## config.mk

```make
export PLATFORM = sky130hd
export DESIGN_NAME = tape_fetch_flat
export DESIGN_NICKNAME = d
export VERILOG_FILES = /design/src/rtl/tape_pkg.sv /design/src/rtl/tape_fetch_if.sv /design/src/rtl/tape_fifo.sv /design/src/rtl/tape_fetch.sv /design/src/flat_wrapper.sv
export SDC_FILE = /design/constraint.sdc
export NUM_CORES = 1
export LEC_CHECK = 0
export ABC_AREA = 0
export CAP_MARGIN = 20
export CORE_AREA = 10 10 158 123
export CTS_BUF_LIST = sky130_fd_sc_hd__clkbuf_16
export CTS_CLUSTER_SIZE = 12
export DETAILED_ROUTE_END_ITERATION = 10
export DIE_AREA = 0 0 168 133
export SKIP_CTS_REPAIR_TIMING = 1
export SYNTH_ARGS = -nofsm -noshare
export SYNTH_HDL_FRONTEND = slang
export SYNTH_HIERARCHICAL = 1
export SYNTH_SLANG_ARGS = --single-unit
```

## constraint.sdc

```tcl
create_clock -name clk_sys -period 2.3 [get_ports clk_sys]
set_input_delay 0.23 -clock clk_sys [delete_from_list [all_inputs] [get_ports clk_sys]]
set_output_delay 0.23 -clock clk_sys [all_outputs]
set_load 0.02 [all_outputs]
```

## src/rtl/tape_pkg.sv

```systemverilog
// Shared definitions for the tape fetch block: FSM state encoding and
// the default SDRAM tape byte-address width.
package tape_pkg;

   localparam int TAPE_AW_DEFAULT = 23;

   typedef enum logic [1:0] {
      SYNC = 2'd0,
      IDLE = 2'd1,
      WAIT = 2'd2
   } tape_state_e;

endpackage

```

## src/rtl/tape_fetch_if.sv

```systemverilog
// Toggle-handshake read port between the tape fetcher (master) and the
// SDRAM tape channel (slave).
interface tape_fetch_if
   import tape_pkg::*;
#(
   parameter int AW = TAPE_AW_DEFAULT
);

   logic [AW-1:0] tape_addr;
   logic          tape_rd;
   logic          tape_ack;
   logic [7:0]    tape_din;

   modport master (
      output tape_addr,
      output tape_rd,
      input  tape_ack,
      input  tape_din
   );

   modport slave (
      input  tape_addr,
      input  tape_rd,
      output tape_ack,
      output tape_din
   );

endinterface

```

## src/rtl/tape_fifo.sv

```systemverilog
// Small first-word-fall-through byte FIFO with synchronous flush; the head
// byte reads as zero while the FIFO is empty.
module tape_fifo #(
   parameter int DEPTH  = 4,
   parameter int DATA_W = 8
) (
   input  logic                   clk,
   input  logic                   rst_n,
   input  logic                   push,
   input  logic [DATA_W-1:0]      din,
   input  logic                   pop,
   input  logic                   flush,
   output logic [DATA_W-1:0]      dout,
   output logic                   valid,
   output logic [$clog2(DEPTH):0] fill
);

   localparam int PW = $clog2(DEPTH);
   localparam int FW = PW + 1;
   localparam logic [FW-1:0] FULL = FW'(DEPTH);

   logic [DATA_W-1:0] mem_q [DEPTH];
   logic [PW-1:0]     wptr_q, wptr_d;
   logic [PW-1:0]     rptr_q, rptr_d;
   logic [FW-1:0]     cnt_q, cnt_d;
   logic              do_push, do_pop;

   // A push into a full FIFO is only taken when the same edge frees a slot.
   always_comb begin
      do_pop  = pop && (cnt_q != '0);
      do_push = push && ((cnt_q != FULL) || do_pop);
      wptr_d  = wptr_q;
      rptr_d  = rptr_q;
      cnt_d   = cnt_q;
      if (flush) begin
         wptr_d = '0;
         rptr_d = '0;
         cnt_d  = '0;
      end else begin
         if (do_push) wptr_d = wptr_q + PW'(1);
         if (do_pop)  rptr_d = rptr_q + PW'(1);
         if (do_push && !do_pop) begin
            cnt_d = cnt_q + FW'(1);
         end else if (do_pop && !do_push) begin
            cnt_d = cnt_q - FW'(1);
         end
      end
   end

   always_ff @(posedge clk or negedge rst_n) begin
      if (!rst_n) begin
         wptr_q <= '0;
         rptr_q <= '0;
         cnt_q  <= '0;
      end else begin
         wptr_q <= wptr_d;
         rptr_q <= rptr_d;
         cnt_q  <= cnt_d;
      end
   end

   always_ff @(posedge clk) begin
      if (do_push && !flush) mem_q[wptr_q] <= din;
   end

   assign valid = (cnt_q != '0);
   assign dout  = valid ? mem_q[rptr_q] : '0;
   assign fill  = cnt_q;

endmodule

```

## src/rtl/tape_fetch.sv

```systemverilog
// Streams a loaded tape image out of SDRAM one byte at a time over a toggle
// handshake and buffers it in a small FIFO for the tape consumer.
module tape_fetch
   import tape_pkg::*;
#(
   parameter int DEPTH = 4,
   parameter int AW    = TAPE_AW_DEFAULT
) (
   input  logic                   clk_sys,
   input  logic                   reset_n,
   input  logic                   load,
   input  logic [AW-1:0]          tape_len,
   input  logic                   play,
   input  logic                   rewind,
   tape_fetch_if.master           sd,
   input  logic                   byte_req,
   output logic [7:0]             byte_out,
   output logic                   byte_valid,
   output logic [$clog2(DEPTH):0] fill,
   output logic                   at_end
);

   localparam int FW = $clog2(DEPTH) + 1;
   localparam logic [FW-1:0] FULL = FW'(DEPTH);

   logic [1:0]    rst_sync_q, rst_sync_d;
   logic          rst_n_int;

   tape_state_e   state_q, state_d;
   logic [AW-1:0] addr_q, addr_d;
   logic [AW-1:0] len_q, len_d;
   logic [AW-1:0] taddr_q, taddr_d;
   logic          rd_q, rd_d;
   logic          discard_q, discard_d;
   logic          restart;
   logic          push;
   logic          flush;

   // Reset asserts immediately but releases only after two clean edges.
   assign rst_sync_d = {rst_sync_q[0], 1'b1};
   assign rst_n_int  = rst_sync_q[1];

   always_ff @(posedge clk_sys or negedge reset_n) begin
      if (!reset_n) rst_sync_q <= '0;
      else          rst_sync_q <= rst_sync_d;
   end

   always_comb begin
      state_d   = state_q;
      addr_d    = addr_q;
      len_d     = len_q;
      taddr_d   = taddr_q;
      rd_d      = rd_q;
      discard_d = discard_q;
      push      = 1'b0;
      restart   = load | rewind;
      flush     = restart;

      if (load)    len_d  = tape_len;
      if (restart) addr_d = '0;

      case (state_q)
         SYNC: begin
            rd_d    = sd.tape_ack;
            state_d = IDLE;
         end
         IDLE: begin
            if (!restart && play && (addr_q < len_q) && (fill < FULL)) begin
               rd_d    = ~rd_q;
               taddr_d = addr_q;
               state_d = WAIT;
            end
         end
         WAIT: begin
            // A byte belonging to an image position abandoned by load/rewind is dropped.
            if (sd.tape_ack == rd_q) begin
               state_d   = IDLE;
               discard_d = 1'b0;
               if (!restart && !discard_q) begin
                  push   = 1'b1;
                  addr_d = addr_q + AW'(1);
               end
            end else if (restart) begin
               discard_d = 1'b1;
            end
         end
         default: state_d = SYNC;
      endcase
   end

   always_ff @(posedge clk_sys or negedge rst_n_int) begin
      if (!rst_n_int) begin
         state_q   <= SYNC;
         addr_q    <= '0;
         len_q     <= '0;
         taddr_q   <= '0;
         rd_q      <= 1'b0;
         discard_q <= 1'b0;
      end else begin
         state_q   <= state_d;
         addr_q    <= addr_d;
         len_q     <= len_d;
         taddr_q   <= taddr_d;
         rd_q      <= rd_d;
         discard_q <= discard_d;
      end
   end

   tape_fifo #(
      .DEPTH  (DEPTH),
      .DATA_W (8)
   ) u_fifo (
      .clk   (clk_sys),
      .rst_n (rst_n_int),
      .push  (push),
      .din   (sd.tape_din),
      .pop   (byte_req),
      .flush (flush),
      .dout  (byte_out),
      .valid (byte_valid),
      .fill  (fill)
   );

   assign sd.tape_addr = taddr_q;
   assign sd.tape_rd   = rd_q;
   assign at_end       = (addr_q == len_q) && !byte_valid && (state_q != WAIT);

endmodule

```

## src/flat_wrapper.sv

```systemverilog
// flat-port wrapper written by rule: the top's interface ports become plain ports
module tape_fetch_flat import tape_pkg::*;
#(
   parameter int DEPTH = 4,
   parameter int AW    = TAPE_AW_DEFAULT
)
  (clk_sys, reset_n, load, tape_len, play, rewind, byte_req, byte_out, byte_valid, fill, at_end, sd_tape_addr, sd_tape_rd, sd_tape_ack, sd_tape_din);
  tape_fetch_if #(.AW(AW)) sd_i ();
  input  logic clk_sys;
  input  logic reset_n;
  input  logic load;
  input  logic [AW-1:0] tape_len;
  input  logic play;
  input  logic rewind;
  input  logic byte_req;
  output logic [7:0] byte_out;
  output logic byte_valid;
  output logic [$clog2(DEPTH):0] fill;
  output logic at_end;
  output wire logic [$bits(sd_i.tape_addr)-1:0] sd_tape_addr;
  output wire logic [$bits(sd_i.tape_rd)-1:0] sd_tape_rd;
  input wire logic [$bits(sd_i.tape_ack)-1:0] sd_tape_ack;
  input wire logic [$bits(sd_i.tape_din)-1:0] sd_tape_din;
  assign sd_tape_addr = sd_i.tape_addr;
  assign sd_tape_rd = sd_i.tape_rd;
  assign sd_i.tape_ack = sd_tape_ack;
  assign sd_i.tape_din = sd_tape_din;
  tape_fetch #(.DEPTH(DEPTH), .AW(AW)) u_core (.clk_sys(clk_sys), .reset_n(reset_n), .load(load), .tape_len(tape_len), .play(play), .rewind(rewind), .sd(sd_i), .byte_req(byte_req), .byte_out(byte_out), .byte_valid(byte_valid), .fill(fill), .at_end(at_end));
endmodule
```

==> results.rst <==
.. list-table::
   :header-rows: 1

   * - Metric
     - Value
   * - Wire length per cell after detailed routing
     - 17.2 um
   * - Number of hold violations in the final report
     - 0
   * - Sum of routed wire length over all layers
     - 14.6 mm
   * - Worst max-slew margin expressed relative to the limit
     - 64.5%
   * - Worst path required time
     - 2.07 ns
   * - Achievable frequency
     - 420 MHz
   * - Most frequent cell after synthesis
     - sky130_fd_sc_hd__dfrtp_1
   * - CP Class
     - reg2out
   * - Layout-stage area growth over the synthesis result
     - 40.7%
   * - Period utilization
     - 103%
   * - Remaining antenna violation count
     - 0
   * - Warnings from Yosys
     - 6
   * - Unique masters post-synth
     - 59
   * - Area of the placeable core
     - 16500 sq um
   * - Worst vdd ir
     - 0.462 mV
   * - Global-route congestion overflow total
     - 0
   * - Most common library cells after synthesis
     - sky130_fd_sc_hd__dfrtp_1 (82), sky130_fd_sc_hd__nand2_1 (39), sky130_fd_sc_hd__inv_1 (34)
   * - Post-Synthesis Net Count
     - 532
   * - Pin count of the biggest net entering global routing
     - 46
   * - Proportion of synthesized chip area in sequential cells
     - 53.4%
   * - Area share of the largest cell type after synthesis
     - 36.4%
   * - Post-route minimum period
     - 2.38 ns
   * - Via count of the first global-routing pass
     - 4180
   * - Effective utilization at floorplan
     - 34.3%
   * - Final worst clock skew
     - 0.00848 ns
   * - Number of vias in the routed layout
     - 4126
   * - CTS clk-pin slew, worst paths
     - 0.06 ns
   * - Number of slew-limit violations in the final report
     - 0
   * - Top-level port count
     - 75
   * - Slew of the pin with the lowest slew margin
     - 0.527 ns
   * - CTS buffer count
     - 17
   * - Number of sinks driven by the clock tree
     - 114
   * - Post-route setup slack
     - -0.0796 ns
   * - FP Rows
     - 41
   * - Iter 0 DRT Violations
     - 268
   * - Critical path capture point type
     - output port
   * - # setup viols final
     - 24
   * - Overall routing resource usage
     - 12.7%
   * - Clock tree from TritonCTS
     - built
   * - Violated checks
     - negative setup slack
   * - Post-detailed-placement cell area
     - 7110 sq um
   * - Number of synthesized register bits
     - 114
   * - Number of I/O port buffers
     - 74
   * - Sum of net half-perimeters after detailed placement
     - 10.7 mm
   * - Arrival time worst endpoint
     - 2.15 ns
   * - Nets
     - 688
   * - Number of detailed-routing iterations run before antenna repair
     - 6
   * - Clock root cell
     - sky130_fd_sc_hd__clkbuf_16
   * - Die Footprint
     - 22300 sq um
   * - Number of flops mapped to enable cells by yosys
     - 32
   * - Post-Synthesis Mean Instance Area
     - 12.1 sq um
   * - Crit Path Max Fanout
     - 3
   * - Max-cap violation count
     - 0
   * - Clock latency on the worst-skew pair
     - 0.42 ns
   * - Vertical extent of the die
     - 133 um
   * - Final standard cell utilization of the core
     - 48.2%
   * - Final standard cell count with taps included and fillers excluded
     - 849
   * - Startpoint type of the worst setup path
     - register
   * - Class of the worst hold path
     - reg2async
   * - Unrepaired setup endpoints after global routing
     - yes
   * - Cell area after synthesis
     - 5640 sq um
   * - H-Tree Depth
     - 4
   * - Final weighted congestion of routability-driven global placement
     - 0.834
   * - Leakage power figure
     - 3.61 nW
   * - CTS Buffer Depth
     - 2
   * - Total non-filler cell area in the finished layout
     - 7940 sq um
   * - Cell type contributing the most total cell area after synthesis
     - sky130_fd_sc_hd__dfrtp_1
   * - Total negative setup slack
     - -0.782 ns
   * - Total placed cells including tap cells
     - 807
   * - Top_reg_cell synth
     - sky130_fd_sc_hd__dfrtp_1
   * - DRC errors left
     - 0
   * - Top cells by area in the synthesized netlist
     - sky130_fd_sc_hd__dfrtp_1 (36%), sky130_fd_sc_hd__edfxtp_1 (17%), sky130_fd_sc_hd__ha_1 (6.2%), sky130_fd_sc_hd__mux2_4 (5.3%), sky130_fd_sc_hd__mux4_2 (3.2%)
   * - Result of the run
     - finished with violations
   * - Layout cells sized above 1
     - 27.4%
   * - Width of the chip
     - 168 um
   * - P per Cell Area
     - 651 nW/um^2
   * - Fraction of registers with async set or reset after synthesis
     - 71.9%
   * - Post-DR vias/cell
     - 4.86
   * - Post-Syn Instances
     - 465
   * - Count of inserted antenna diode cells
     - 0
   * - Initial antenna violation count
     - 0
   * - First-pass GRT wire length
     - 22.6 mm
metrics by stage:
stage / power, mW / hold WS (ns) / worst slack [ns]
after global routing: 5.36 / 0.331 / -0.208
after detailed placement: 2.72 / 0.299 / -0.308
final: 5.16 / 0.283 / -0.0796
after global placement: 2.70 / 0.299 / -0.304
after floorplan: 2.47 / -0.0656 / -0.182
after CTS: 5.16 / -0.0350 / -0.748
state kept, by name, summed over array words and instances, names as in the netlist:
signal and cells:
u_core/u_fifo/mem_q 32, u_core/addr_q 23, u_core/len_q 23, u_core/sd.tape_addr 23, u_core/u_fifo/fill 3, u_core/rst_sync_q 2
u_core/state_q 2, u_core/u_fifo/rptr_q 2, u_core/u_fifo/wptr_q 2, u_core/discard_q 1, u_core/sd.tape_rd 1
power breakdown:
group	internal (mW)	switching [mW]	leakage, nW
registers	2.15	0.0679	1.38
clock network	1.51	0.905	0.280
logic	0.261	0.267	1.95
total	3.92	1.24	3.61
per-layer routing:
metal / GRT usage [%] / routed length (um)
met5: 0 / 0
met4: 5.02 / 152
met3: 3.40 / 813
met2: 18.3 / 6620
met1: 17.7 / 7060
cell families after synthesis:
logic type	Yosys count	synth area share, %
and+or+nand+nor	148	15.0
other	1	0.0665
DFF	114	53.4
buffers and inverters	51	4.13
xor gates and xnor gates	16	2.62
muxes	38	10.4
adders and majority gates	29	6.57
AOI/OAI and AO/OA	68	7.76
path summary, 6_finish.rpt:
path,from,end,slack [ns],depth (start not counted)
max,u_core/addr_q[14],at_end,-0.08,6
min,u_core/rst_sync_q[1],u_core/addr_q[19],0.28,0
max reg2reg,u_core/addr_q[14],u_core/sd.tape_addr[15],-0.05,8
min reg2reg,u_core/rst_sync_q[1],u_core/addr_q[19],0.28,0
max in group asynchronous,u_core/rst_sync_q[1],u_core/state_q[1],1.43,1
min in group clk_sys,u_core/rst_sync_q[0],u_core/rst_sync_q[1],0.35,0
layout by cell type (no fill, tap or decap), types with 10 or more instances in the layout:
master / n
sky130_fd_sc_hd__nand2_1: 39
sky130_fd_sc_hd__a21oi_1: 12
sky130_fd_sc_hd__buf_4: 73
sky130_fd_sc_hd__clkdlybuf4s50_1: 65
sky130_fd_sc_hd__nand4_1: 10
sky130_fd_sc_hd__nor2b_1: 11
sky130_fd_sc_hd__dfrtp_1: 81
sky130_fd_sc_hd__xor2_1: 11
sky130_fd_sc_hd__nor2_1: 30
sky130_fd_sc_hd__clkbuf_16: 20
sky130_fd_sc_hd__o21ai_0: 29
sky130_fd_sc_hd__edfxtp_1: 32
sky130_fd_sc_hd__ha_1: 24
sky130_fd_sc_hd__mux2_4: 24
sky130_fd_sc_hd__inv_1: 32
cell type report:
cell class                 instances  area, sq um
timing repair buffer             154         1440
clock inverter                    14         92.6
tap                              215          269
inverter                          34          128
clock buffer                      18          450
sequential                       114         3020
multi-input combinational        300         2540
fill                            1449         8530
worst max-delay path: stages (launching register included):
cell,delay (ns)
sky130_fd_sc_hd__dfrtp_1,0.39
sky130_fd_sc_hd__ha_1,0.31
sky130_fd_sc_hd__nand4_1,0.17
sky130_fd_sc_hd__nor4_4,0.38
sky130_fd_sc_hd__nand2_1,0.14
sky130_fd_sc_hd__nor4_4,0.16
sky130_fd_sc_hd__buf_4,0.19
No activity file was read; power rests on OpenSTA's default activity.
